**config.mk**
```make
export PLATFORM = sky130hd
export DESIGN_NAME = count_scheduler
export DESIGN_NICKNAME = d
export VERILOG_FILES = /design/src/rtl/count_sched_pkg.sv /design/src/rtl/sync_counter.sv /design/src/rtl/count_scheduler.sv
export SDC_FILE = /design/constraint.sdc
export NUM_CORES = 1
export LEC_CHECK = 0
export ABC_CLOCK_PERIOD_IN_PS = 1530
export CORE_MARGIN = 2
export CORE_UTILIZATION = 30
export DETAILED_ROUTE_END_ITERATION = 7
export GPL_TIMING_DRIVEN = 0
export SLEW_MARGIN = 10
export SYNTH_ARGS = -nofsm -noshare
export SYNTH_HDL_FRONTEND = slang
export SYNTH_SLANG_ARGS = --single-unit
export TNS_END_PERCENT = 30
```
**constraint.sdc**
```tcl
create_clock -name ck -period 1.53 [get_ports ck]
set_clock_uncertainty 0.15 [all_clocks]
set_input_delay 0.3825 -clock ck [delete_from_list [all_inputs] [get_ports ck]]
set_output_delay 0.3825 -clock ck [all_outputs]
set_load 0.05 [all_outputs]
```
**src/rtl/count_sched_pkg.sv**
```systemverilog
// rtl/count_sched_pkg.sv - shared types for the count scheduler
package count_sched_pkg;

    // Job lifecycle of the shared counter
    typedef enum logic [1:0] {
        IDLE = 2'd0,
        RUN  = 2'd1,
        DONE = 2'd2
    } state_t;

endpackage

```
**src/rtl/sync_counter.sv**
```systemverilog
// rtl/sync_counter.sv - up counter with synchronous clear and async active-low reset
module sync_counter #(
    parameter int WIDTH = 3
) (
    input  logic             ck,
    input  logic             clrn,
    input  logic             clear,
    input  logic             enb,
    output logic [WIDTH-1:0] q
);

    // Clear wins over count; the owner never asks for a step past its limit
    always_ff @(posedge ck or negedge clrn) begin
        if (!clrn) begin
            q <= '0;
        end else if (clear) begin
            q <= '0;
        end else if (enb) begin
            q <= q + WIDTH'(1);
        end
    end

endmodule

```
**src/rtl/count_scheduler.sv**
```systemverilog
// rtl/count_scheduler.sv - round-robin owner arbitration of one shared counter
module count_scheduler
    import count_sched_pkg::*;
#(
    parameter int N_REQ = 4,
    parameter int WIDTH = 3
) (
    input  logic                   ck,
    input  logic                   clrn,
    input  logic [N_REQ-1:0]       req,
    input  logic [N_REQ*WIDTH-1:0] len,
    input  logic                   enb,
    input  logic                   abort,
    output logic [N_REQ-1:0]       gnt,
    output logic [N_REQ-1:0]       done,
    output logic                   busy,
    output logic [WIDTH-1:0]       cnt
);

    localparam int PW = (N_REQ > 1) ? $clog2(N_REQ) : 1;

    state_t           state, state_nx;
    logic [N_REQ-1:0] gnt_nx, done_nx;
    logic [PW-1:0]    ptr, ptr_nx, win;
    logic [WIDTH-1:0] limit, limit_nx;
    logic             cnt_clear, cnt_inc;
    logic [WIDTH-1:0] len_arr [N_REQ];

    // First requester found scanning upward from p, wrapping past the top index
    function automatic logic [PW-1:0] rr_select(input logic [N_REQ-1:0] r, input logic [PW-1:0] p);
        logic [PW-1:0] w;
        logic          hit;
        int            idx;
        w   = '0;
        hit = 1'b0;
        for (int i = 0; i < N_REQ; i++) begin
            idx = (int'(p) + i) % N_REQ;
            if (!hit && r[PW'(idx)]) begin
                hit = 1'b1;
                w   = PW'(idx);
            end
        end
        return w;
    endfunction

    for (genvar g = 0; g < N_REQ; g++) begin : g_len
        assign len_arr[g] = len[g*WIDTH +: WIDTH];
    end

    assign win = rr_select(req, ptr);

    // Next-state, next-output and counter control decode
    always_comb begin
        state_nx  = state;
        gnt_nx    = gnt;
        done_nx   = '0;
        ptr_nx    = ptr;
        limit_nx  = limit;
        cnt_clear = 1'b0;
        cnt_inc   = 1'b0;
        case (state)
            IDLE: begin
                if (|req) begin
                    gnt_nx    = N_REQ'(1) << win;
                    limit_nx  = len_arr[win];
                    ptr_nx    = (win == PW'(N_REQ - 1)) ? '0 : win + PW'(1);
                    cnt_clear = 1'b1;
                    state_nx  = RUN;
                end
            end
            RUN: begin
                if (abort) begin
                    gnt_nx   = '0;
                    state_nx = IDLE;
                end else if (enb) begin
                    if (cnt == limit) begin
                        done_nx  = gnt;
                        state_nx = DONE;
                    end else begin
                        cnt_inc = 1'b1;
                    end
                end
            end
            DONE: begin
                gnt_nx   = '0;
                state_nx = IDLE;
            end
            default: begin
                gnt_nx   = '0;
                state_nx = IDLE;
            end
        endcase
    end

    // State and registered outputs; busy is precomputed so it is a flop too
    always_ff @(posedge ck or negedge clrn) begin
        if (!clrn) begin
            state <= IDLE;
            gnt   <= '0;
            done  <= '0;
            busy  <= 1'b0;
            ptr   <= '0;
            limit <= '0;
        end else begin
            state <= state_nx;
            gnt   <= gnt_nx;
            done  <= done_nx;
            busy  <= (state_nx != IDLE);
            ptr   <= ptr_nx;
            limit <= limit_nx;
        end
    end

    sync_counter #(.WIDTH(WIDTH)) u_cnt (
        .ck    (ck),
        .clrn  (clrn),
        .clear (cnt_clear),
        .enb   (cnt_inc),
        .q     (cnt)
    );

endmodule

```
==> results of run 1 <==
-- where the power goes --
part,internal [µW],total (µW),leakage (µW),switching [µW]
sequential,659,796,0.000243,137
combinational,580,1320,0.000441,738
clock,97.7,257,0.0000177,159
-- routing by layer --
metal  routed length, µm  vias up
li1                    -      401
met1                 906      376
met2                1040       32
met3                 166        3
met4                  21        0
met5                   0        -
-- repair_timing --
action                                 CTS  global route
resized for setup                       60            17
hold buffers                             0             0
endpoints found under the hold margin    0             0
setup buffers                            4             3
setup endpoints to repair               26            26
pin swaps                                8             6
-- metrics by stage --
stage	setup TNS, ns	instance area, µm²	util
6_report	-0.782	1470	0.478
3_5_place_dp	-13.66	1370	0.445
2_1_floorplan	-0.537	1000	-
4_1_cts	-1.30	1420	0.462
5_1_grt	-1.87	1470	0.478
3_3_place_gp	-12.95	1370	0.445
-- flip-flops by register name, summed over array words and instances, names as in the netlist --
name	count
done	4
gnt	4
limit	3
u_cnt.q	3
ptr	2
state	2
busy	1
-- worst register-to-register path: cells and delay by family, from the launching register on --
family          cells  cell delay, ns
flops               1            0.43
fa+ha+maj           1            0.17
compound gates      3            0.49
buf+inv             2            0.29
-- cells by family (layout without fill, tap and decap cells) --
| kind of cell | count (synthesis) | in the layout | share of synthesized area |
|---|---|---|---|
| compound gates | 18 | 18 | 0.154 |
| xor+xnor | 5 | 5 | 0.0445 |
| fa+ha+maj | 5 | 5 | 0.0636 |
| buf+inv | 6 | 48 | 0.0242 |
| flops | 19 | 19 | 0.483 |
| mux | 7 | 7 | 0.0712 |
| simple gates | 29 | 29 | 0.159 |
-- cell type report --
| type | count | area, µm² |
|---|---|---|
| sequential | 19 | 480 |
| multi-input combinational | 64 | 526 |
| timing repair buffer | 38 | 358 |
| fill | 296 | 1610 |
| inverter | 4 | 15.0 |
| clock buffer | 3 | 22.5 |
| clock inverter | 1 | 5.00 |
| buffer | 2 | 10.0 |
| tap | 44 | 55.1 |
-- worst min-delay path by stage --
stage / endpoint / slack, ns / depth (start not counted)
floorplan: busy / -0.06 / 0
detailed placement: gnt[0] / 0.36 / 1
global route: gnt[0] / 0.42 / 1
CTS: gnt[0] / 0.38 / 1
finish: gnt[0] / 0.37 / 1
global placement: gnt[0] / 0.36 / 1
-- layout by cell type, fill, tap and decap left out, types with 4 or more instances in the layout --
master / count
nand2_1: 10
dfrtp_1: 15
dfrtp_2: 4
and3_1: 4
a22o_1: 4
clkdlybuf4s15_2: 5
buf_4: 9
mux2i_1: 7
clkbuf_4: 6
dlygate4sd2_1: 4
clkdlybuf4s50_1: 14
==> out/metrics.cfg, run 1 <==
[outcome]
status = finished with violations
violations = negative setup slack

[sta]
slew_violations = 0
rsz0062_at_grt = true
finalSetupViolations = 17
hold_viol = 0
slew_headroom = 0.444
setup_ws_ns = -0.100
clock.fmax_mhz = 613
fin_hold_ws_ns = 0.373
tightestPinTransition_ns = 0.832
period_share = 1.07
fin_crit_ns = 1.63

[drt]
antenna_left = 0
dr.pass1.iters = 4
routedWlPerCell_um = 12.2
vias_per_cell = 4.64
drc = 0
totalWireLength_mm = 2.13
drt_iter0_drc = 5
num_vias = 812

[global_route]
met3_usage = 0.0294
grt-ovfl-total = 0
grt_max_degree = 20
antenna_found_initial = 0
grt_use_met1 = 0.151
grt_most_used_layer = met2
use_met2 = 0.223
grt_pass1_wl_mm = 3.48
grt_usage = 0.127
grt_pass1_vias = 785

[synth]
syn_inst = 89
yosysTopAreaCellShare = 0.483
post-synth-top-count-cell = dfrtp_1
synth_top_cell_by_area = dfrtp_1
ys.flop_type = dfrtp_1
yosysWarnings = 0
ys_top_cells_by_count = 19 x dfrtp_1, 10 x nand2_1, 7 x mux2i_1
yosys_register_bits = 19
netlist_area_um2 = 983
ys_async_sr_fraction = 1.00
ys_seq_area_frac = 0.483
synth_area_leaders = dfrtp_1 48%, mux2i_1 7.1%, ha_1 6.4%
synth.distinct_cells = 31
syn-num-nets = 114
syn_avg_cell_area_um2 = 11.0
synth-edff-count = 0

[finish]
drive_above_1_share = 0.336
fin_nets = 157
antenna_cells = 0
areaGrowthSynthToFinish_pct = 49.6
fin_cells = 175

[die]
die_area_um2 = 3750
start_util = 0.320
rows = 20
coreArea_um2 = 3080
io_pins = 32
die_h_um = 61.3
die_w_um = 61.3

[placed_design]
dp_cells = 164
gp_congestion = 0.765
dp_hpwl_mm = 1.67
dpl_worst_slack_ns = -0.801
io_buffers = 31

[clocking]
cts.clk_slew.worst_paths_ns = 0.11
cts_sinks = 19
tritoncts = done
numCtsBuffers = 3
htreeDepth = 1
clock_path_buffers = 2
clk_latency_ns = 0.30
cts_root_buffer = clkbuf_4

[setup_path]
regToRegSetupSlack_ns = -0.10
critPathMaxStageDelay_ns = 0.43
arrival_ns = 1.68
path_common_cell = buf_4
critPathBufInv = 2
critPathLaunchType = flop
reg2reg_to = gnt[2]
slowest_stage = dfrtp_1
cp.required_ns = 1.58
path_class = reg -> reg
crit_path_end = gnt[2]
worstPathCellList = buf_4 -> o21bai_1 -> o21a_2 -> buf_4 -> ha_1 -> a22o_1
cp.depth = 6
r2r-start = ptr[1]
cpLargestDelayFamily = compound AO/OA/AOI/OAI gates
crit_path_end_kind = flop
cp-startpoint = ptr[1]
rr_worst_depth = 6
cp_max_fo = 4

[pwr]
power_density_nw_per_um2 = 1610
total_power_uw = 2370
p_leak_uw = 0.000701
peakVddDrop_mv = 0.588

[min_path]
min-delay-start = gnt[0]
hold_class = reg -> reg

[job]
cap_violations = 0

(Power assumes the default switching activity.)
==> run 2: changes to the inputs <==
--- a/config.mk
+++ b/config.mk
@@ -10,6 +10,7 @@
 export CORE_UTILIZATION = 30
 export DETAILED_ROUTE_END_ITERATION = 7
 export GPL_TIMING_DRIVEN = 0
+export SKIP_LAST_GASP = 1
 export SLEW_MARGIN = 10
 export SYNTH_ARGS = -nofsm -noshare
 export SYNTH_HDL_FRONTEND = slang
==> run 2 against run 1 <==
- the flow still finishes with violations (negative setup slack)
- critical endpoint is now busy
- final cell count is 1.1% lower
- maximum frequency is 2.1% lower
- sequential cell count unchanged
- sequential power fell by 0.8%
- largest power group unchanged
==> out/metrics.cfg, run 2 (same netlist as run 1, synthesis figures left out) <==
[drt]
dr.pass1.iters = 3  ; -1
totalWireLength_mm = 2.25  ; +5.2%
maxUsedRoutingLayer = met4
routedWlPerCell_um = 13.0  ; +6.5%
drc = 0  ; unchanged
wl_met1_um = 951  ; +5.0%
met3_wirelength_um = 161  ; -3.0%
vias_per_cell = 4.74  ; +2.2%
drt_iter0_drc = 11  ; +6
antenna_left = 0  ; unchanged
num_vias = 820  ; +0.99%
wl_met2_mm = 1.11  ; +6.7%

[die]
io_pins = 32  ; unchanged
die_w_um = 61.3  ; unchanged
die_area_um2 = 3750  ; unchanged
die_h_um = 61.3  ; unchanged
rows = 20  ; unchanged
start_util = 0.320  ; unchanged
coreArea_um2 = 3080  ; unchanged

[setup_path]
cp-startpoint = busy
critPathMaxStageDelay_ns = 0.49  ; +0.06 ns
worstPathCellList = clkdlybuf4s15_1
cpLargestDelayFamily = buffers and inverters
cp_max_fo = 1  ; -3
r2r-start = ptr[1]
cp.depth = 1  ; -5
critPathBufInv = 1  ; -1
crit_path_end_kind = output pin
arrival_ns = 1.13  ; -0.55 ns
slowest_stage = clkdlybuf4s15_1
critPathLaunchType = flop
rr_worst_depth = 6  ; unchanged
cp.required_ns = 1.00  ; -0.58 ns
path_class = reg -> out

[clocking]
tritoncts = done
clk_latency_ns = 0.31  ; about the same
cts_root_buffer = clkbuf_4
cts_sinks = 19  ; unchanged
numCtsBuffers = 3  ; unchanged
clock_path_buffers = 2  ; unchanged
cts.clk_slew.worst_paths_ns = 0.11  ; about the same
htreeDepth = 1  ; unchanged

[finish]
antenna_cells = 0  ; unchanged
fin_cells = 173  ; -1.1%
top_regs = done: 4 flops, gnt: 4 flops
layout_common_cells = 16 x dfrtp_1, 15 x clkdlybuf4s50_1, 10 x nand2_1
fin_nets = 155  ; -1.3%
post-route-util = 0.470  ; -0.00772
areaGrowthSynthToFinish_pct = 47.2
n_fill_cell = 300  ; +1.4%
drive_above_1_share = 0.287  ; -0.0491
final_common_cell = dfrtp_1
finalInstanceArea_um2 = 1450  ; -1.6%

[sta]
tightestPinTransition_ns = 0.828  ; -0.00338 ns
rsz0062_at_grt = true
fin_crit_ns = 1.66  ; +0.0344 ns
hold_viol = 0  ; unchanged
finalSetupViolations = 17  ; unchanged
slew_headroom = 0.446  ; +0.00226
setup_ws_ns = -0.135  ; -0.0344 ns
clock.fmax_mhz = 601  ; -2.1%
slew_violations = 0  ; unchanged
period_share = 1.09  ; +0.0225

[placed_design]
dpl_cell_area_um2 = 1370  ; unchanged
dp_hpwl_mm = 1.67  ; unchanged
gp_congestion = 0.765  ; unchanged
io_buffers = 31  ; unchanged
dp_cells = 164  ; unchanged
dpl_worst_slack_ns = -0.801  ; unchanged

[min_path]
hold_class = reg -> reg
hold-path-cell-count = 1  ; unchanged
min-delay-start = gnt[0]

[global_route]
grt_pass1_wl_mm = 3.50  ; +0.40%
grt_usage = 0.128  ; +0.000707
grt-ovfl-total = 0  ; unchanged
grt_max_degree = 20  ; unchanged
grt_pass1_vias = 798  ; +1.7%
antenna_found_initial = 0  ; unchanged

[outcome]
violations = negative setup slack
status = finished with violations

[pwr]
power_density_nw_per_um2 = 1630  ; +1.0%
p_leak_uw = 0.000690  ; -1.5%
total_power_uw = 2360  ; -0.61%
peakVddDrop_mv = 0.477  ; -19%

[job]
cap_violations = 0  ; unchanged

-- run 2: changes by cell type in the layout (fill, tap and decap cells not counted), sizes merged --
cell	previous run	this run
clkdlybuf4s50	14	15
clkdlybuf4s15	5	6
clkbuf	8	5
dlygate4sd2	4	3
-- run 2: path summary, 6_finish.rpt --
kind                         endpoint  slack, ns
hold reg to reg                gnt[0]       0.37
min in group asynchronous      gnt[0]       0.39
hold / removal                 gnt[0]       0.37
setup reg to reg               gnt[2]      -0.10
setup / recovery                 busy      -0.13
max in group asynchronous  u_cnt.q[0]       0.28
-- run 2: routing by layer --
metal,vias up,global-route usage
li1,397,-
met1,390,0.152
met2,30,0.225
met3,3,0.0294
met4,0,0.0466
met5,-,0
-- run 2: cell type report --
type                    instances  area (µm²)  area share
inverters                       4        15.0      0.0104
plain buffers                   2        8.76     0.00605
clock inverters                 1        5.00     0.00346
multi-input cells              64         534       0.369
flip-flops and latches         19         479       0.331
clock buffers                   3        22.5      0.0156
well taps                      44        55.1      0.0380
repair buffers                 36         328       0.226
-- run 2: metrics by stage --
step | hold slack [ns] | TNS, ns
3_3_place_gp | 0.358 | -12.95
4_1_cts | 0.380 | -2.02
2_1_floorplan | -0.0631 | -0.537
5_1_grt | 0.412 | -2.88
3_5_place_dp | 0.358 | -13.66
6_report | 0.370 | -1.60
-- run 2: power by group --
part           total (µW)  leakage (µW)  switching [µW]  internal, µW
registers             790      0.000244             134           656
clock network         263     0.0000177             166          97.7
logic                1300      0.000429             751           552
-- run 2: what timing repair did --
item | 4_1_cts | 5_1_grt
hold buffers | 0 | 0
setup endpoints to repair | 26 | 26
resized for setup | 51 | 9
pin swaps | 3 | 7
setup buffers | 4 | 1
==> run 3: changes to the inputs <==
--- a/config.mk
+++ b/config.mk
@@ -6,10 +6,11 @@
 export NUM_CORES = 1
 export LEC_CHECK = 0
 export ABC_CLOCK_PERIOD_IN_PS = 1530
-export CORE_MARGIN = 2
+export CORE_MARGIN = 3
 export CORE_UTILIZATION = 30
 export DETAILED_ROUTE_END_ITERATION = 7
 export GPL_TIMING_DRIVEN = 0
+export PLACE_DENSITY = 0.61
 export SKIP_LAST_GASP = 1
 export SLEW_MARGIN = 10
 export SYNTH_ARGS = -nofsm -noshare
==> run 3 against run 2 <==
- the flow still finishes with violations (negative setup slack)
- combinational power barely moved
- utilization increased by 1.5 points
- routed wire length decreased by 1.6%
- non-clock buffer count increased by 3
- die area is 6.6% higher
- worst setup slack gained 0.018 ns
- power shrank 0.54%
- first-iteration DRC count increased by 150%
- clock power is 2% lower
- register-to-register slack is essentially flat
- sequential power is 2% higher
- critical endpoint is now gnt[0]
- largest power group unchanged
==> out/metrics.cfg, run 3 (same netlist as run 1, synthesis figures left out) <==
[die]
coreArea_um2 = 3080  ; unchanged
die_area_um2 = 4000  ; +6.6%
io_pins = 32  ; unchanged
die_h_um = 63.3  ; +3.3%
rows = 20  ; unchanged
die_w_um = 63.3  ; +3.3%
start_util = 0.320  ; unchanged

[clocking]
clock_path_buffers = 2  ; unchanged
cts_sinks = 19  ; unchanged
cts.clk_slew.worst_paths_ns = 0.11  ; about the same
numCtsBuffers = 3  ; unchanged
cts_root_buffer = clkbuf_4
htreeDepth = 1  ; unchanged
ctsHoldBuffers = 0  ; unchanged
tritoncts = done
clk_latency_ns = 0.30  ; about the same

[sta]
slew_headroom = 0.429  ; -0.0169
clock.fmax_mhz = 607  ; +1.1%
tightestPinTransition_ns = 0.854  ; +0.0253 ns
finalSetupViolations = 17  ; unchanged
fin_hold_ws_ns = 0.280  ; -0.0896 ns
setup_ws_ns = -0.116  ; +0.0185 ns
fin_crit_ns = 1.65  ; -0.0185 ns
slew_violations = 0  ; unchanged
period_share = 1.08  ; -0.0121
hold_viol = 0  ; unchanged
rsz0062_at_grt = true

[drt]
dr.pass1.iters = 4  ; +1
drc = 0  ; unchanged
totalWireLength_mm = 2.21  ; -1.6%
wl_met1_um = 932  ; -2.0%
num_vias = 821  ; +0.12%
routedWlPerCell_um = 12.6  ; -3.3%
maxUsedRoutingLayer = met4
antenna_left = 0  ; unchanged
met3_wirelength_um = 166  ; +3.1%
drt_iter0_drc = 27  ; +16
wl_met2_mm = 1.05  ; -5.1%
vias_per_cell = 4.66  ; -1.6%

[global_route]
antenna_found_initial = 0  ; unchanged
grt_pass1_wl_mm = 3.77  ; +7.7%
grt_pass1_vias = 830  ; +4.0%
grt_max_degree = 20  ; unchanged
grt-ovfl-total = 0  ; unchanged
grt_usage = 0.123  ; -0.00530

[setup_path]
crit_path_end_kind = flop
r2r-start = ptr[1]
critPathLaunchType = input pin
regToRegSetupSlack_ns = -0.11  ; about the same
path_class = in -> reg
reg2reg_to = gnt[0]
arrival_ns = 1.70  ; +0.57 ns
cp_max_fo = 3  ; +2
cp.required_ns = 1.58  ; +0.58 ns
cp-startpoint = req[2]
rr_worst_depth = 6  ; unchanged

[min_path]
min-delay-start = abort
hold_class = in -> reg
hold_end = busy
hold-path-cell-count = 3  ; +2

[finish]
post-route-util = 0.486  ; +0.0154
drive_above_1_share = 0.356  ; +0.0692
final_common_cell = dfrtp_1
areaGrowthSynthToFinish_pct = 52.0
layout_common_cells = 14 x dfrtp_1, 13 x clkdlybuf4s50_1, 10 x nand2_1
fin_nets = 158  ; +1.9%
antenna_cells = 0  ; unchanged
fin_cells = 176  ; +1.7%
top_regs = done: 4 flops, gnt: 4 flops

[outcome]
status = finished with violations
violations = negative setup slack

[placed_design]
dpl_worst_slack_ns = -0.800  ; +0.000571 ns
io_buffers = 31  ; unchanged
dp_hpwl_mm = 1.61  ; -3.9%
dp_cells = 164  ; unchanged
gp_congestion = 0.749  ; -2.1%

[pwr]
power_density_nw_per_um2 = 1570  ; -3.7%
peakVddDrop_mv = 0.691  ; +45%
p_leak_uw = 0.000716  ; +3.8%

[job]
cap_violations = 0  ; unchanged

-- run 3: how the worst max path moves through the flow --
stage                     slack (ns)        to  depth (start not counted)
after floorplan                 -0.1    gnt[3]                          6
after global placement         -0.76  state[0]                          5
after detailed placement       -0.80  state[0]                          5
after CTS                      -0.13  limit[2]                          5
after global routing           -0.19  limit[1]                          5
final                          -0.12    gnt[0]                          8
-- run 3: timing repair --
| item | in CTS | in global routing |
|---|---|---|
| pin swaps | 3 | 6 |
| resized for setup | 71 | 3 |
| cloned | 0 | 0 |
| endpoints found under the hold margin | 0 | 0 |
| endpoints found under the setup margin | 26 | 24 |
| setup buffers | 4 | 4 |
-- run 3: layer usage --
metal / vias up / global-route usage
li1: 405 / -
met1: 378 / 0.136
met2: 31 / 0.212
met3: 7 / 0.0446
met4: 0 / 0.0485
met5: - / 0
-- run 3: worst max-delay path, stage by stage --
cell	delay, ns
clkdlybuf4s15_1	0.20
nor2b_2	0.18
nor3_4	0.22
o22ai_4	0.11
buf_6	0.13
buf_6	0.11
ha_4	0.14
a22o_1	0.22
-- run 3: final cells by class --
| type | instances | area, µm² |
|---|---|---|
| Clock inverter | 1 | 5.00 |
| Sequential cell | 19 | 482 |
| Tap cell | 44 | 55.1 |
| Multi-Input combinational cell | 64 | 541 |
| Buffer | 2 | 8.76 |
| Timing Repair Buffer | 39 | 367 |
| Clock buffer | 3 | 22.5 |
| Fill cell | 302 | 1580 |
| Inverter | 4 | 15.0 |
-- run 3: power breakdown --
part	internal, µW	switching (µW)	total [µW]
Sequential	661	146	807
Combinational	547	731	1280
Clock	97.6	161	259
-- run 3: metrics by stage --
| stage | TNS, ns | area, µm² | power (µW) |
|---|---|---|---|
| floorplan | -0.537 | 1000 | 1610 |
| CTS | -1.38 | 1460 | 2310 |
| global placement | -13.12 | 1370 | 1950 |
| finish | -0.992 | 1500 | 2340 |
| detailed placement | -13.77 | 1370 | 1970 |
| global route | -2.45 | 1500 | 2530 |
